==> config.mk <==
export PLATFORM = sky130hd
export DESIGN_NAME = msk_tof_hpc3_lanes
export DESIGN_NICKNAME = d
export VERILOG_FILES = /design/src/rtl/msk_tof_hpc3_lanes.sv
export SDC_FILE = /design/constraint.sdc
export NUM_CORES = 1
export LEC_CHECK = 0
export CAP_MARGIN = 20
export CELL_PAD_IN_SITES_DETAIL_PLACEMENT = 1
export CELL_PAD_IN_SITES_GLOBAL_PLACEMENT = 2
export CORE_MARGIN = 1
export CORE_UTILIZATION = 26
export DETAILED_ROUTE_END_ITERATION = 10
export HOLD_SLACK_MARGIN = 0.05
export PLACE_DENSITY = 0.72
export SYNTH_ARGS = -nofsm -noshare
export SYNTH_HDL_FRONTEND = slang
export SYNTH_SLANG_ARGS = --single-unit
==> constraint.sdc <==
create_clock -name clk -period 0.8 [get_ports clk]
set_input_delay 0.16 -clock clk [delete_from_list [all_inputs] [get_ports clk]]
set_output_delay 0.16 -clock clk [all_outputs]
set_load 0.05 [all_outputs]
==> src/rtl/msk_tof_hpc3_lanes.sv <==
// Multi-lane masked Toffoli gadget (out = a&b ^ c) using HPC3 share domains.
// Every cross-domain term sits in its own stage-1 register, so the output XOR
// tree only ever sees registered values and no input can glitch through to it.
module msk_tof_hpc3_lanes #(
    parameter int d       = 2,
    parameter int LANES   = 4,
    parameter int OUT_REG = 0
) (
    input  logic                       clk,
    input  logic                       rst,
    input  logic                       in_valid,
    output logic                       in_ready,
    input  logic                       swap,
    input  logic [LANES*d-1:0]         ina,
    input  logic [LANES*d-1:0]         inb,
    input  logic [LANES*d-1:0]         inc,
    input  logic [LANES*d*(d-1)-1:0]   rnd,
    input  logic                       rnd_valid,
    output logic [LANES*d-1:0]         out,
    output logic                       out_valid
);
    localparam int NP = d * (d - 1) / 2;  // share pairs i<j per lane
    localparam int RW = d * (d - 1);      // randomness bits per lane
    localparam int XW = LANES * d * (d - 1);

    // Position of pair (i,j) in the ascending (i,j) ordering with i<j; symmetric.
    function automatic int pair_idx(input int i, input int j);
        int lo;
        int hi;
        lo = (i < j) ? i : j;
        hi = (i < j) ? j : i;
        return lo * (2 * d - lo - 1) / 2 + (hi - lo - 1);
    endfunction

    // Slot of the off-diagonal cross term (i,j) of a lane share, j != i.
    function automatic int xslot(input int l, input int i, input int j);
        return (l * d + i) * (d - 1) + ((j < i) ? j : j - 1);
    endfunction

    logic                 accept;
    logic [LANES*d-1:0]   x_all;
    logic [LANES*d-1:0]   y_all;
    logic [LANES*d-1:0]   p_d, p_q;
    logic [XW-1:0]        q_d, q_q;
    logic [XW-1:0]        r_d, r_q;
    logic                 vld1_d, vld1_q;
    logic [LANES*d-1:0]   res;

    assign accept   = in_valid & rnd_valid;
    assign in_ready = rnd_valid;
    assign x_all    = swap ? inb : ina;
    assign y_all    = swap ? ina : inb;

    // Stage-1 next state: load every per-term register on accept, otherwise hold.
    always_comb begin
        p_d    = p_q;
        q_d    = q_q;
        r_d    = r_q;
        vld1_d = accept;
        if (accept) begin
            for (int l = 0; l < LANES; l++) begin
                for (int i = 0; i < d; i++) begin
                    p_d[l*d+i] = (x_all[l*d+i] & y_all[l*d+i]) ^ inc[l*d+i];
                    for (int j = 0; j < d; j++) begin
                        if (j != i) begin
                            q_d[xslot(l, i, j)] = x_all[l*d+i] &
                                (y_all[l*d+j] ^ rnd[l*RW + pair_idx(i, j)]);
                            r_d[xslot(l, i, j)] =
                                (~x_all[l*d+i] & rnd[l*RW + pair_idx(i, j)]) ^
                                rnd[l*RW + NP + pair_idx(i, j)];
                        end
                    end
                end
            end
        end
    end

    // Stage-1 registers: share terms plus the valid bit travelling with them.
    always_ff @(posedge clk or posedge rst) begin
        if (rst) begin
            p_q    <= '0;
            q_q    <= '0;
            r_q    <= '0;
            vld1_q <= 1'b0;
        end else begin
            p_q    <= p_d;
            q_q    <= q_d;
            r_q    <= r_d;
            vld1_q <= vld1_d;
        end
    end

    // Output XOR tree fed exclusively by stage-1 register outputs.
    always_comb begin
        res = '0;
        for (int l = 0; l < LANES; l++) begin
            for (int i = 0; i < d; i++) begin
                res[l*d+i] = p_q[l*d+i];
                for (int j = 0; j < d; j++) begin
                    if (j != i) begin
                        res[l*d+i] = res[l*d+i] ^ q_q[xslot(l, i, j)] ^ r_q[xslot(l, i, j)];
                    end
                end
            end
        end
    end

    generate
        if (OUT_REG != 0) begin : g_oreg
            logic [LANES*d-1:0] out2_d, out2_q;
            logic               vld2_d, vld2_q;

            // Second stage captures a result only when stage 1 holds a live transaction.
            always_comb begin
                out2_d = out2_q;
                vld2_d = vld1_q;
                if (vld1_q) begin
                    out2_d = res;
                end
            end

            // Output register stage.
            always_ff @(posedge clk or posedge rst) begin
                if (rst) begin
                    out2_q <= '0;
                    vld2_q <= 1'b0;
                end else begin
                    out2_q <= out2_d;
                    vld2_q <= vld2_d;
                end
            end

            assign out       = out2_q;
            assign out_valid = vld2_q;
        end else begin : g_noreg
            // Stage-1 registers hold on idle, so the tree output already keeps the last result.
            assign out       = res;
            assign out_valid = vld1_q;
        end
    endgenerate
endmodule
; ---- After elaboration in Yosys (flattened, before gate mapping)
; Cells that the tools add are included.
[totals]
n_memories = 0
register_bits = 25
in_bits = 37
wordCells = 79
ram_bits = 0
romBits = 0
latchBits = 0
[op_classes]
div = 0
shift = 0
magnitude_cmp = 0
n_mul = 0
n_reduce_logical = 0
bitwise_logic = 73
muxes = 2
eq_ne = 0
add_sub_neg = 0
[op_table]
columns = cell, count
row1 = 1-bit XOR, 40
row2 = 1-bit AND, 25
row3 = 8-bit two-way mux, 2
row4 = 1-bit inverter, 8

; ---- Depth between registers and ports, before layout
; Gate-level depths: netlist (run 1).
[depth]
word_depth = 4
depth_mapped = 5

; ---- Least setup slack after synthesis (run 1)
; Ideal clock, no wire load.
[synth_timing]
path_type = reg-to-output
start = register r_q[3]
end = output port out[3]
stages_incl_launch_ff = 3
t_arrival_ns = 1.328
n_path_buf = 0
slack_ns = -0.688
required_ns = 0.640
path_cell_list = dfrtp_1 xnor2_1 xnor2_1
[synth_between]
elab_chain_len = 1
[synth_lines]
columns = element, line_no
row1 = from (decl), 45  ; logic [XW-1:0] r_d, r_q;
row2 = from (signal assigned), 88  ; r_q <= r_d;
row3 = 1-bit XOR, 101  ; res[l*d+i] = res[l*d+i] ^ q_q[xslot(l, i, j)] ^ r_q[xslot(l, i, j)];
row4 = to (decl), 19  ; output logic [LANES*d-1:0] out,
; Every way passes these cells.

; ---- Worst setup path in the final report (run 1)
[layout_timing]
start = register q_q[2]
end = output port out[2]
[layout_between]
elab_chain_len = 2
[layout_lines]
columns = element, line_no
row1 = from (decl), 44  ; logic [XW-1:0] q_d, q_q;
row2 = from (signal assigned), 87  ; q_q <= q_d;
row3 = 1-bit XOR (2 in a row), 101
; Every way passes these cells.

==> flow_metrics.tcl, run 1 <==
set metrics [dict create \
    outcome "finished, violations left" \
    violations "setup timing" \
    first_pass_iters 3 \
    syn_avg_cell_area_um2 10.30 \
    fmax_mhz 688.0 \
    vdd_drop_max_mv 1.204 \
    gr-total-overflow 0 \
    placement.cell_area_um2 2591 \
    fillerInstances 616 \
    remaining_drc_errors 0 \
    initial_core_util 0.2776 \
    timing.reg2reg.worst_path_depth 2 \
    share_of_post_route_cells_with_drive_strength_above_1 0.3470 \
    floorplan.io_pins 47 \
    worst_hold_slack_ns 0.2231 \
    ys_seq_area_frac 0.3971 \
    antenna_found_initial 0 \
    area_occupied_by_multi_input_gates_um2 1165 \
    post_drt_via_cell_ratio 4.808 \
    finalWirelength_um 4682 \
    hold_crit_class "in -> async" \
    cp.arrival_ns 1.29 \
    grt_max_degree 26 \
    layout.core_utilization 0.4766 \
    layout.cell_area.non_filler_um2 2705 \
    relSlewSlack 0.7415 \
    crit_path_top_delay_cell "dfrtp_1" \
    globalRouteMet3Util 0.01714 \
    rows 27 \
    drt_iter0_drc 23 \
    routed-via-count 1399 \
    crit_path_cell_trace "xnor2_2 -> xnor2_4 -> buf_12" \
    timing.final.max_slew_violations 0 \
    setup_repair_after_global_routing_missed_its_margin "true" \
    setup_viol 17 \
    cts.htree.levels 1 \
    drt.antenna.violating_nets 0 \
    final-hold-violation-count 0 \
    least_margin_pin_slew_ns 0.3869 \
    endpoint_kind "output pin" \
    cp-start-kind "flip-flop" \
    floorplan.core_area_um2 5675 \
    most_crowded_layer_gr "met2" \
    crit_path_max_fanout 2 \
    die_height_um 79.84 \
    vias_in_the_first_global_route 1616 \
    post_synth_instance_area_um2 1575 \
    place.detailed.instances 284 \
    worst_clock_skew_ns 0 \
    place_hpwl_um 3453 \
    routed_wire_per_std_cell_um 16.09 \
    clk_path_buf_depth 2 \
    die_area_um2 6374 \
    sequential_cell_area_um2 630.6 \
    pwr_per_cell_area_nw_per_um2 2136 \
    gp_routability_congestion 0.7536 \
    globalRouteTotalUtil 0.1599 \
    count_of_cell_types_in_the_netlist 18 \
    clkSlewWorstSetupHoldPaths_ns 0.10 \
    final-instance-count-excl-fill 291 \
    antenna_cells 0 \
    synth.yosys.warnings 0 \
    cts.root.buffer_cell "clkbuf_8" \
    crit_path_max_incr_delay_ns 0.42 \
    postSynthRegisterBits 25 \
    floorplan.die.width_um 79.84 \
    syn_inst 153 \
    clock_sinks 25 \
    tritoncts "built" \
    postLayoutSetupSlackWorst_ns -0.6534 \
    clkLatencyLatePin_ns 0.27 \
    total_leakage_power_nw 1.241 \
    r2r_slack_ns -0.12 \
    req_time_crit_path_ns 0.64 \
    criticalPathCategory "reg -> out" \
    power.total_w 0.005778 \
    cts-hold-fix-buffers 0 \
    numPortBuffers 46 \
    met1_usage 0.1798 \
    total_of_max_cap_violations 0 \
    cts-buffers-inserted 3 \
    grt_pass1_wl_um 7714 \
    timing.final.crit_share 1.817 \
    met2_usage 0.3009 \
    final_period_minus_worst_setup_slack_ns 1.453 \
    nNetsFinal 257 \
    area.growth.synth_to_final_pct 71.72 \
    synthesized_netlist_net_count 190 \
]
==> state kept, by name, summed over array words and instances, names as in the netlist <==
signal     flops
r_q            8
q_q            8
out_valid      1
p_q            8
==> routing by layer <==
layer	vias to the layer above	wire [um]	share of wire
met5	-	0	0
met4	0	59	0.013
met3	6	176	0.038
met2	33	2589	0.55
met1	693	1857	0.40
li1	667	-	-
==> cell type report <==
cell class                 count  share of cell area
timing repair buffer          70              0.2831
inverter                       2            0.002775
clock inverter                 1            0.001850
sequential                    25              0.2331
multi-input combinational    118              0.4306
tap                           72             0.03330
clock buffer                   3             0.01526
==> placed cells by master (no fill, tap or decap), types with 2 or more instances in the layout <==
cell type	n
buf_12	12
xor2_1	16
clkbuf_8	3
dfrtp_2	4
nand4b_1	4
mux2i_2	5
clkbuf_2	2
buf_6	5
buf_2	2
clkdlybuf4s50_1	9
xnor2_2	8
mux2i_1	16
nor3b_1	3
dfrtp_1	21
o31ai_2	2
o31ai_1	6
inv_1	2
mux2i_4	3
a211o_1	8
xnor2_4	8
dlygate4sd2_1	21
o21ai_0	8
nand3_1	4
nand2_1	24
buf_4	15
==> worst max-delay path: cells and delay by family, from the launching register on <==
family	cells	cell delay (ns)
XOR/XNOR	2	0.44
buffers and inverters	1	0.15
flip-flops	1	0.42
==> power by group <==
part / internal, W / switching, W / total (W)
logic: 0.00179 / 0.00150 / 0.00329
registers: 0.00146 / 0.000248 / 0.00171
clock network: 0.000349 / 0.000434 / 0.000783
total: 0.00359 / 0.00218 / 0.00578
==> Yosys cell counts <==
| library cell | instances | area (um^2) |
|---|---|---|
| o21ai_0 | 8 | 40.04 |
| buf_6 | 1 | 11.26 |
| inv_1 | 2 | 7.510 |
| a211o_1 | 8 | 70.07 |
| clkbuf_1 | 3 | 11.26 |
| xor2_1 | 16 | 140.1 |
| mux2i_2 | 2 | 27.53 |
| xnor2_1 | 16 | 140.1 |
| buf_2 | 3 | 15.01 |
| nand2_1 | 25 | 93.84 |
| nand4b_1 | 4 | 35.03 |
| nand3_1 | 4 | 20.02 |
| buf_4 | 1 | 7.510 |
| dfrtp_1 | 25 | 625.6 |
| buf_12 | 1 | 20.02 |
| mux2i_1 | 22 | 220.2 |
| o31ai_1 | 8 | 60.06 |
| nor3b_1 | 4 | 30.03 |
==> final timing paths <==
kind / start / endpoint
setup reg to reg: r_q[4] / r_q[4]
hold / removal: rst / p_q[2]
hold reg to reg: q_q[0] / q_q[0]
setup / recovery: q_q[2] / out[2]
min in group clk: in_valid / q_q[4]
max in group asynchronous: rst / r_q[0]
==> logic make-up after synthesis <==
group                     Yosys count  synth area share
AOI/OAI and AO/OA                  24            0.1080
DFF                                25            0.3971
and+or+nand+nor                    37            0.1136
buffers and inverters              11           0.04607
xor gates and xnor gates           32            0.1779
muxes                              24            0.1573
==> what timing repair did <==
item | 4_1_cts | 5_1_grt
setup endpoints to repair | 35 | 21
gates cloned | 3 | 0
resized for setup | 48 | 13
pin swaps | 24 | 11
buffers inserted | 4 | 1
==> through the flow <==
stage          setup WS [ns]  setup TNS, ns
2_1_floorplan        -0.3045         -5.004
3_3_place_gp         -0.7652         -19.52
3_5_place_dp         -0.8320         -20.83
4_1_cts              -0.6811         -6.327
5_1_grt              -0.7260         -6.799
6_report             -0.6534         -6.029
(Power assumes the default switching activity.)
==> run 2, diff against run 1 <==
Settings changed: ABC_AREA set to 0, SKIP_LAST_GASP set to 1.
Clock period 0.8 ns to 1.3 ns, I/O delays scaled along.
==> run 2 against run 1 <==
The run still ends with setup timing left. Core utilization rose by 0.18 points. Combinational power fell by 43%. Wire length is 4.4% lower. Design area rose by 0.37%. Sequential share of layout area shrank 0.27 points. Critical path depth did not move. Die area did not move. Via count fell by 0.93%. Largest cell class unchanged. Largest power group unchanged.
==> flow_metrics.tcl, run 2 (synthesized netlist as in run 1, its figures left out) <==
set metrics [dict create \
    place_hpwl_um 3317 \
    clock_sinks 25 \
    floorplan.core_area_um2 5675 \
    drt.antenna.violating_nets 0 \
    timing.reg2reg.worst_path_depth 3 \
    floorplan.die.width_um 79.84 \
    placement.cell_area_um2 2431 \
    share_of_power_burned_in_registers 0.302 \
    gp_routability_congestion 0.8055 \
    layout.cells.most_common_list "33 x clkdlybuf4s50_1, 25 x nand2_1, 25 x dfrtp_1, 24 x buf_4, 18 x mux2i_1" \
    power.combinational.fraction 0.556 \
    final_period_minus_worst_setup_slack_ns 1.493 \
    setup_viol 8 \
    layout.cells.most_common "clkdlybuf4s50_1" \
    pwr_per_cell_area_nw_per_um2 1240 \
    outcome "finished, violations left" \
    criticalPathCategory "reg -> out" \
    numPortBuffers 46 \
    cts-buffers-inserted 3 \
    final-hold-violation-count 0 \
    p_sw_w 0.001253 \
    total_of_max_cap_violations 0 \
    antenna_found_initial 0 \
    place.detailed.instances 285 \
    cts.htree.levels 1 \
    cts.root.buffer_cell "clkbuf_8" \
    globalRouteTotalUtil 0.1543 \
    nNetsFinal 262 \
    req_time_crit_path_ns 1.04 \
    die_height_um 79.84 \
    hold_crit_class "in -> async" \
    crit_path_max_fanout 2 \
    timing.final.max_slew_violations 0 \
    post_drt_via_cell_ratio 4.682 \
    postLayoutSetupSlackWorst_ns -0.1935 \
    first_pass_iters 4 \
    fmax_mhz 669.6 \
    switching_share 0.3720 \
    gr-total-overflow 0 \
    cell_internal_pwr_w 0.002115 \
    tritoncts "built" \
    vias_in_the_first_global_route 1545 \
    remaining_drc_errors 0 \
    routed-via-count 1386 \
    die_area_um2 6374 \
    relSlewSlack 0.8197 \
    clk_path_buf_depth 2 \
    floorplan.io_pins 47 \
    worst_hold_slack_ns 0.3223 \
    vdd_drop_max_mv 0.7361 \
    area.growth.synth_to_final_pct 72.36 \
    finalWirelength_um 4475 \
    share_clk_of_total_power 0.142 \
    grt_pass1_wl_um 7500 \
    violations "setup timing" \
    rows 27 \
    cp-start-kind "flip-flop" \
    endpoint_kind "output pin" \
    total_leakage_power_nw 1.249 \
    worst_clock_skew_ns 0 \
    detailedPlace.worstSlack_ns -0.4821 \
    initial_core_util 0.2776 \
    setup_repair_after_global_routing_missed_its_margin "true" \
    final-instance-count-excl-fill 296 \
    layout.cell_area.non_filler_um2 2715 \
    clkSlewWorstSetupHoldPaths_ns 0.09 \
    timing.final.crit_share 1.149 \
    reg_top3 "p_q (8), q_q (8), r_q (8)" \
    least_margin_pin_slew_ns 0.2630 \
    share_of_post_route_cells_with_drive_strength_above_1 0.3080 \
    cp.arrival_ns 1.23 \
    drt_iter0_drc 31 \
    routed_wire_per_std_cell_um 15.12 \
    antenna_cells 0 \
    clkLatencyLatePin_ns 0.27 \
    grt_max_degree 27 \
    power.total_w 0.003367 \
]
## run 2: cell count changes in the layout (fill, tap and decap cells not counted), moves of 4 or more
cell | before | now
clkdlybuf4s50_1 | 9 | 33
xnor2_4 | 8 | 0
dfrtp_2 | 4 | 0
buf_6 | 5 | 1
buf_4 | 15 | 24
xnor2_2 | 8 | 16
dlygate4sd2_1 | 21 | 1
dfrtp_1 | 21 | 25
## run 2: per-layer routing
metal / vias to the layer above / global-route usage / wire [um]
li1: 672 / - / -
met1: 675 / 0.1782 / 1855
met2: 31 / 0.2932 / 2383
met3: 8 / 0.01143 / 133
met4: 0 / 0.05714 / 102
met5: - / 0 / 0
## run 2: metrics by stage
stage                     utilization  setup TNS [ns]
after CTS                      0.4663          -1.527
after floorplan                     -               0
after global routing           0.4784          -1.818
after detailed placement       0.4284          -7.340
after global placement         0.4284          -6.659
final                          0.4784          -1.383
## run 2: final timing paths
kind                            startpoint      to  slack [ns]
worst max register to register      q_q[4]  q_q[4]        0.47
max in group asynchronous              rst  p_q[0]        0.83
min in group clk                    p_q[0]  p_q[0]        0.54
worst max-delay path                r_q[7]  out[7]       -0.19
worst min-delay path                   rst  p_q[7]        0.32
worst min register to register      p_q[0]  p_q[0]        0.54
## run 2: layout make-up
class | instances | area (um^2)
clock buffer | 4 | 45.04
multi-input combinational | 117 | 1079
fill | 633 | 2960
tap | 72 | 90.09
timing repair buffer | 76 | 868.3
inverter | 2 | 7.507
sequential | 25 | 625.6
## run 2: critical path, cell delays in order, from the launching register on
cell and delay [ns]:
dfrtp_1 0.43, xnor2_2 0.21, xnor2_2 0.15, buf_12 0.16
## run 2: power by group through the flow
stage | clock network (W) | logic, W | registers (W)
finish | 0.000478 | 0.00187 | 0.00102
global route | 0.000515 | 0.00197 | 0.00104
CTS | 0.000500 | 0.00186 | 0.00102
detailed placement | 0 | 0.00176 | 0.00101
global placement | 0 | 0.00173 | 0.00100
floorplan | 0 | 0.000939 | 0.000993
## run 2: what timing repair did
action                     4_1_cts  5_1_grt
hold buffers                     0        0
gates resized for setup         13       12
setup buffers                    6        0
pin swaps                        5        3
setup endpoints to repair       25       20
gates cloned                     1        0
